<file path="src/rtl/multibyte_add_seq_pkg.sv">
// Shared definitions for the byte-serial wide adder: byte width, FSM state
// encodings and the counter-width helper.
package multibyte_add_seq_pkg;

  localparam int BYTE_W = 8;

  typedef enum logic [1:0] {
    ST_IDLE = 2'd0,
    ST_RUN  = 2'd1,
    ST_DONE = 2'd2
  } state_t;

  // Byte counter needs at least one bit even for a single-byte operand.
  function automatic int cnt_width(input int nbytes);
    return (nbytes > 1) ? $clog2(nbytes) : 1;
  endfunction

endpackage

</file>
<file path="src/rtl/multibyte_add_seq_if.sv">
// Start/done request bus between a controller and the wide-add sequencer.
interface multibyte_add_seq_if
  import multibyte_add_seq_pkg::*;
#(
  parameter int NBYTES = 4
);

  localparam int W = NBYTES * BYTE_W;

  logic         iStart;
  logic [W-1:0] iData_a;
  logic [W-1:0] iData_b;
  logic         iC;
  logic         oReady;
  logic         oBusy;
  logic [W-1:0] oData;
  logic         oData_C;
  logic         oDone;

  modport master (
    output iStart, iData_a, iData_b, iC,
    input  oReady, oBusy, oData, oData_C, oDone
  );

  modport slave (
    input  iStart, iData_a, iData_b, iC,
    output oReady, oBusy, oData, oData_C, oDone
  );

endinterface

</file>
<file path="src/rtl/multibyte_add_seq_adder.sv">
// The team's 8-bit combinational adder with carry in and carry out.
module multibyte_add_seq_adder
  import multibyte_add_seq_pkg::*;
(
  input  logic [BYTE_W-1:0] iData_a,
  input  logic [BYTE_W-1:0] iData_b,
  input  logic              iC,
  output logic [BYTE_W-1:0] oData,
  output logic              oData_C
);

  logic [BYTE_W:0] sum;

  // Nine-bit sum: the top bit is the carry out.
  always_comb begin
    sum     = {1'b0, iData_a} + {1'b0, iData_b} + {{BYTE_W{1'b0}}, iC};
    oData   = sum[BYTE_W-1:0];
    oData_C = sum[BYTE_W];
  end

endmodule

</file>
<file path="src/rtl/multibyte_add_seq.sv">
// Byte-serial wide adder: feeds one byte pair per clock (LSB first) through a
// single 8-bit adder, chaining the carry through a register, and publishes
// the complete sum and carry-out with a one-cycle done pulse.
module multibyte_add_seq
  import multibyte_add_seq_pkg::*;
#(
  parameter int NBYTES = 4
)(
  input  logic                iClk,
  input  logic                iRst,
  multibyte_add_seq_if.slave  bus
);

  localparam int W     = NBYTES * BYTE_W;
  localparam int CNT_W = cnt_width(NBYTES);
  localparam logic [CNT_W-1:0] LAST_CNT = CNT_W'(NBYTES - 1);

  state_t             state_q;
  logic [W-1:0]       a_sh_q;
  logic [W-1:0]       b_sh_q;
  logic [W-1:0]       acc_q;
  logic [W-1:0]       acc_d;
  logic               carry_q;
  logic [CNT_W-1:0]   cnt_q;
  logic [W-1:0]       data_q;
  logic               data_c_q;
  logic               ready_q;
  logic               busy_q;
  logic               done_q;

  logic [BYTE_W-1:0]  add_sum;
  logic               add_co;

  multibyte_add_seq_adder u_adder (
    .iData_a (a_sh_q[BYTE_W-1:0]),
    .iData_b (b_sh_q[BYTE_W-1:0]),
    .iC      (carry_q),
    .oData   (add_sum),
    .oData_C (add_co)
  );

  // Accumulator shifts right a byte per step; the new byte enters at the top
  // so that after NBYTES steps the LSB byte has reached bit 0.
  always_comb begin
    acc_d = (acc_q >> BYTE_W) | (W'(add_sum) << (W - BYTE_W));
  end

  // Sequencer FSM with all datapath and output registers.
  always_ff @(posedge iClk or posedge iRst) begin
    if (iRst) begin
      state_q  <= ST_IDLE;
      a_sh_q   <= '0;
      b_sh_q   <= '0;
      acc_q    <= '0;
      carry_q  <= 1'b0;
      cnt_q    <= '0;
      data_q   <= '0;
      data_c_q <= 1'b0;
      ready_q  <= 1'b1;
      busy_q   <= 1'b0;
      done_q   <= 1'b0;
    end else begin
      case (state_q)
        ST_IDLE: begin
          if (bus.iStart) begin
            a_sh_q  <= bus.iData_a;
            b_sh_q  <= bus.iData_b;
            carry_q <= bus.iC;
            cnt_q   <= '0;
            ready_q <= 1'b0;
            busy_q  <= 1'b1;
            state_q <= ST_RUN;
          end
        end
        ST_RUN: begin
          acc_q   <= acc_d;
          carry_q <= add_co;
          a_sh_q  <= a_sh_q >> BYTE_W;
          b_sh_q  <= b_sh_q >> BYTE_W;
          cnt_q   <= cnt_q + CNT_W'(1);
          if (cnt_q == LAST_CNT) begin
            // Publish only the finished result, never a partial one.
            data_q   <= acc_d;
            data_c_q <= add_co;
            done_q   <= 1'b1;
            state_q  <= ST_DONE;
          end
        end
        ST_DONE: begin
          done_q  <= 1'b0;
          busy_q  <= 1'b0;
          ready_q <= 1'b1;
          state_q <= ST_IDLE;
        end
        default: begin
          done_q  <= 1'b0;
          busy_q  <= 1'b0;
          ready_q <= 1'b1;
          state_q <= ST_IDLE;
        end
      endcase
    end
  end

  assign bus.oReady  = ready_q;
  assign bus.oBusy   = busy_q;
  assign bus.oData   = data_q;
  assign bus.oData_C = data_c_q;
  assign bus.oDone   = done_q;

endmodule

</file>
<file path="src/flat_wrapper.sv">
// flat-port wrapper written by rule: the top's interface ports become plain ports
module multibyte_add_seq_flat import multibyte_add_seq_pkg::*;
#(
  parameter int NBYTES = 4
)
  (iClk, iRst, bus_iStart, bus_iData_a, bus_iData_b, bus_iC, bus_oReady, bus_oBusy, bus_oData, bus_oData_C, bus_oDone);
  multibyte_add_seq_if #(.NBYTES(NBYTES)) bus_i ();
  input  logic iClk;
  input  logic iRst;
  input wire logic [$bits(bus_i.iStart)-1:0] bus_iStart;
  input wire logic [$bits(bus_i.iData_a)-1:0] bus_iData_a;
  input wire logic [$bits(bus_i.iData_b)-1:0] bus_iData_b;
  input wire logic [$bits(bus_i.iC)-1:0] bus_iC;
  output wire logic [$bits(bus_i.oReady)-1:0] bus_oReady;
  output wire logic [$bits(bus_i.oBusy)-1:0] bus_oBusy;
  output wire logic [$bits(bus_i.oData)-1:0] bus_oData;
  output wire logic [$bits(bus_i.oData_C)-1:0] bus_oData_C;
  output wire logic [$bits(bus_i.oDone)-1:0] bus_oDone;
  assign bus_i.iStart = bus_iStart;
  assign bus_i.iData_a = bus_iData_a;
  assign bus_i.iData_b = bus_iData_b;
  assign bus_i.iC = bus_iC;
  assign bus_oReady = bus_i.oReady;
  assign bus_oBusy = bus_i.oBusy;
  assign bus_oData = bus_i.oData;
  assign bus_oData_C = bus_i.oData_C;
  assign bus_oDone = bus_i.oDone;
  multibyte_add_seq #(.NBYTES(NBYTES)) u_core (.iClk(iClk), .iRst(iRst), .bus(bus_i));
endmodule
</file>
<file path="config.mk">
export PLATFORM = sky130hd
export DESIGN_NAME = multibyte_add_seq_flat
export DESIGN_NICKNAME = d
export VERILOG_FILES = /design/src/rtl/multibyte_add_seq_pkg.sv /design/src/rtl/multibyte_add_seq_if.sv /design/src/rtl/multibyte_add_seq_adder.sv /design/src/rtl/multibyte_add_seq.sv /design/src/flat_wrapper.sv
export SDC_FILE = /design/constraint.sdc
export NUM_CORES = 1
export LEC_CHECK = 0
export ABC_AREA = 1
export ABC_CLOCK_PERIOD_IN_PS = 3650
export BUFFER_PORTS_ARGS = -buffer_cell sky130_fd_sc_hd__buf_2
export CORE_UTILIZATION = 51
export CTS_BUF_LIST = sky130_fd_sc_hd__clkbuf_16
export DETAILED_ROUTE_END_ITERATION = 7
export PLACE_DENSITY = 0.81
export SLEW_MARGIN = 20
export SYNTH_ARGS = -nofsm -noshare
export SYNTH_HDL_FRONTEND = slang
export SYNTH_HIERARCHICAL = 1
export SYNTH_SLANG_ARGS = --single-unit
</file>
<file path="constraint.sdc">
create_clock -name iClk -period 3.65 [get_ports iClk]
set_clock_uncertainty 0.1 [all_clocks]
set_input_delay 0.1825 -clock iClk [delete_from_list [all_inputs] [get_ports iClk]]
set_output_delay 0.1825 -clock iClk [all_outputs]
set_load 0.05 [all_outputs]
</file>
==> results.cfg <==
[outcome]
status = complete, but fails checks
violations = DRC

[global_routing]
grt_antenna_before_repair = 0
gr-total-overflow = 0
grt_use_total_pct = 24.6
grt_pass1_vias = 5296
grt_pass1_wl_um = 24600
grt_max_degree = 94

[power]
p_comb_share_pct = 47.7
powerDensity_nw_per_um2 = 954
leakage_uw = 0.00440
swShare_pct = 45.5
switching_power_uw = 3380
pwr-share-seq_pct = 33.4
irDropWorstVdd_v = 0.000409
intPower_uw = 4050
clkPwrFrac_pct = 18.9

[min_path]
hold_path.class = primary input to flip-flop
hold_path.startpoint = bus_iData_b[0]

[logic_synthesis]
seq_area_frac_synth_pct = 52.1
avgSynthCellArea_um2 = 7.78
yosys-top-cells-count = 237 x nand2_1, 170 x nand3_1, 134 x inv_1
netlist_area_um2 = 6200
synth_edf_count = 0
yosys_warnings = 6
synth.distinct_cells = 23
syn-num-nets = 875
synth_top_area_share_pct = 51.6
yosysMostFrequentCell = nand2_1
synth_seq_cells = 129
synthArstFlopShare_pct = 100
netlist_top_cells_area = dfrtp_1 52%, nand2_1 14%, nand3_1 14%
synthCells = 797
synth-main-ff-cell = dfrtp_1
yosysTopAreaCell = dfrtp_1

[setup_path]
cp_top_family = simple AND/OR/NAND/NOR gates
crit_top_cell = nand2_2
reg2reg_from = u_core/state_q[1]
start_kind = flip-flop
crit_buf_inv = 2
crit_start = u_core/state_q[1]
cp_cell_sequence = inv_2, nand2_2, buf_4, nand2_2, nand3_1, nand2_1
cp-end-kind = flip-flop
crit_type = flip-flop to flip-flop
max_stage_delay_ns = 0.72
path_max_fanout = 67
cpMaxStageDelayCell = nand2_2
worstPathRequired_ns = 3.84
worst-endpoint-arrival_ns = 2.70

[floorplan]
std_cell_rows = 39
dieArea_um2 = 12600
io-pin-count = 104
die_x_um = 112
start_util_pct = 53.4
core_area_um2 = 11600
die_h_um = 112

[timing]
finalSetupViolCount = 0
finalCritPeriodShare_pct = 68.8
setup_slack_ns = 1.14
fmax_mhz = 398
hold_slack_ns = 0.0234
tightest_slew_ns = 0.988
relSlewSlack_pct = 33.9
hold_violations = 0
fin_crit_ns = 2.51
tns_ns = 0
grt_setup_unrepaired = false
drv_slew = 0

[detailed_routing]
antenna_left = 0
first_pass_iters = 8
via_per_inst = 5.10
dr_total_vias = 5547
drt_iter0_drc = 559
wirelength_um = 14500
wl_per_cell_um = 13.4
route.detailed.drc = 9

[clock_tree]
clk_pin_slew_worst_paths_ns = 0.05
clkLatencyLatePin_ns = 0.41
cts.sink_count = 129
cts-buffers-inserted = 17
cts.repair.resized = 0
cts_max_level = 4
cts_tree = done
cts_buffer_depth = 2
cts_root_buf = clkbuf_16
cts_setup_buffers = 0

[final_layout]
diodes = 0
nets = 1011
area_growth_pct = 25.5
fill_cells = 905
ff_latch_area_um2 = 3230
multi_input_comb_area_um2 = 2230
drive_gt1_share_pct = 15.3

[placement]
routabilityCongestion = 0.792
io_buffers = 103
dp_hpwl_um = 8000
pre_cts_ws_ns = 1.18

[flow_run]
drv_cap = 0
[metrics by stage]
step	power (µW)	utilization, %	cell area (µm²)	instances
after floorplan	5270	-	6210	797
after global placement	5860	58.0	6740	1001
after detailed placement	5960	58.0	6740	1001
after CTS	7440	67.0	7780	1087
after global routing	8060	67.0	7780	1087
final	7430	67.0	7780	1087
[cell usage in the layout (no fill, tap or decap), types with 3 or more instances in the layout]
cell type      instances
nand2_1              234
o21ai_0               46
dfrtp_1              127
nand2_2                3
o21ai_1                4
buf_2                103
nand3_1              170
clkinv_2               6
ha_1                   8
buf_4                  5
inv_1                137
clkbuf_16             17
dlygate4sd3_1         56
nor2_1                 5
a21oi_1                4
[per-layer routing]
metal / global-route usage (%) / part of all wire, % / up-vias
met2: 39.1 / 48 / 208
met1: 32.9 / 44 / 2571
met3: 5.29 / 5.6 / 31
met5: 0 / 0 / -
li1: - / - / 2737
met4: 10.1 / 2.1 / 0
[logic make-up (layout without fill, tap and decap cells)]
family / count (synthesis) / in the layout / synth area share, %
AND/OR/NAND/NOR: 416 / 416 / 28.8
buffers and inverters: 185 / 332 / 12.1
flip-flops: 129 / 129 / 52.1
AO/OA/AOI/OAI: 54 / 54 / 4.36
adder cells (fa/ha/maj): 10 / 10 / 2.26
XOR/XNOR: 3 / 3 / 0.424
[layout make-up]
cell class	count	area share [%]
Clock inverter	13	0.772
Timing Repair Buffer	165	14.6
Tap cell	143	2.30
Sequential cell	129	41.5
Inverter	137	6.69
Multi-Input combinational cell	483	28.7
Clock buffer	17	5.47
[final timing paths]
check	to	slack, ns	cells past startpoint
max in group asynchronous	u_core/bus.oData[31]	2.14	4
min in group asynchronous	u_core/a_sh_q[31]	0.38	3
worst min-delay path	u_core/b_sh_q[0]	0.02	5
worst max register to register	u_core/a_sh_q[17]	1.14	6
worst min register to register	u_core/bus.oData[3]	0.37	2
worst max-delay path	u_core/a_sh_q[17]	1.14	6
[registers in the layout, summed over array words and instances, names as in the netlist, 2 cells and up]
| register | cells |
|---|---|
| u_core/a_sh_q | 32 |
| u_core/acc_q | 24 |
| u_core/b_sh_q | 32 |
| u_core/bus.oData | 32 |
| u_core/cnt_q | 2 |
| u_core/state_q | 2 |
[timing repair]
action,CTS,global route
endpoints found under the hold margin,90,0
endpoints found under the setup margin,0,0
hold buffers,56,0
[worst min-delay path, cell delays in order]
cell	delay [ns]
buf_2	0.07
inv_1	0.04
nand2_1	0.06
nand3_1	0.08
nand2_1	0.06
[power by group through the flow]
stage / clock network (µW) / logic (µW) / registers (µW)
final: 1400 / 3550 / 2480
after global routing: 1490 / 4020 / 2560
after CTS: 1420 / 3540 / 2480
after detailed placement: 0 / 3470 / 2490
after global placement: 0 / 3390 / 2470
after floorplan: 0 / 2290 / 2980
Power figures use the tool's default switching activity.
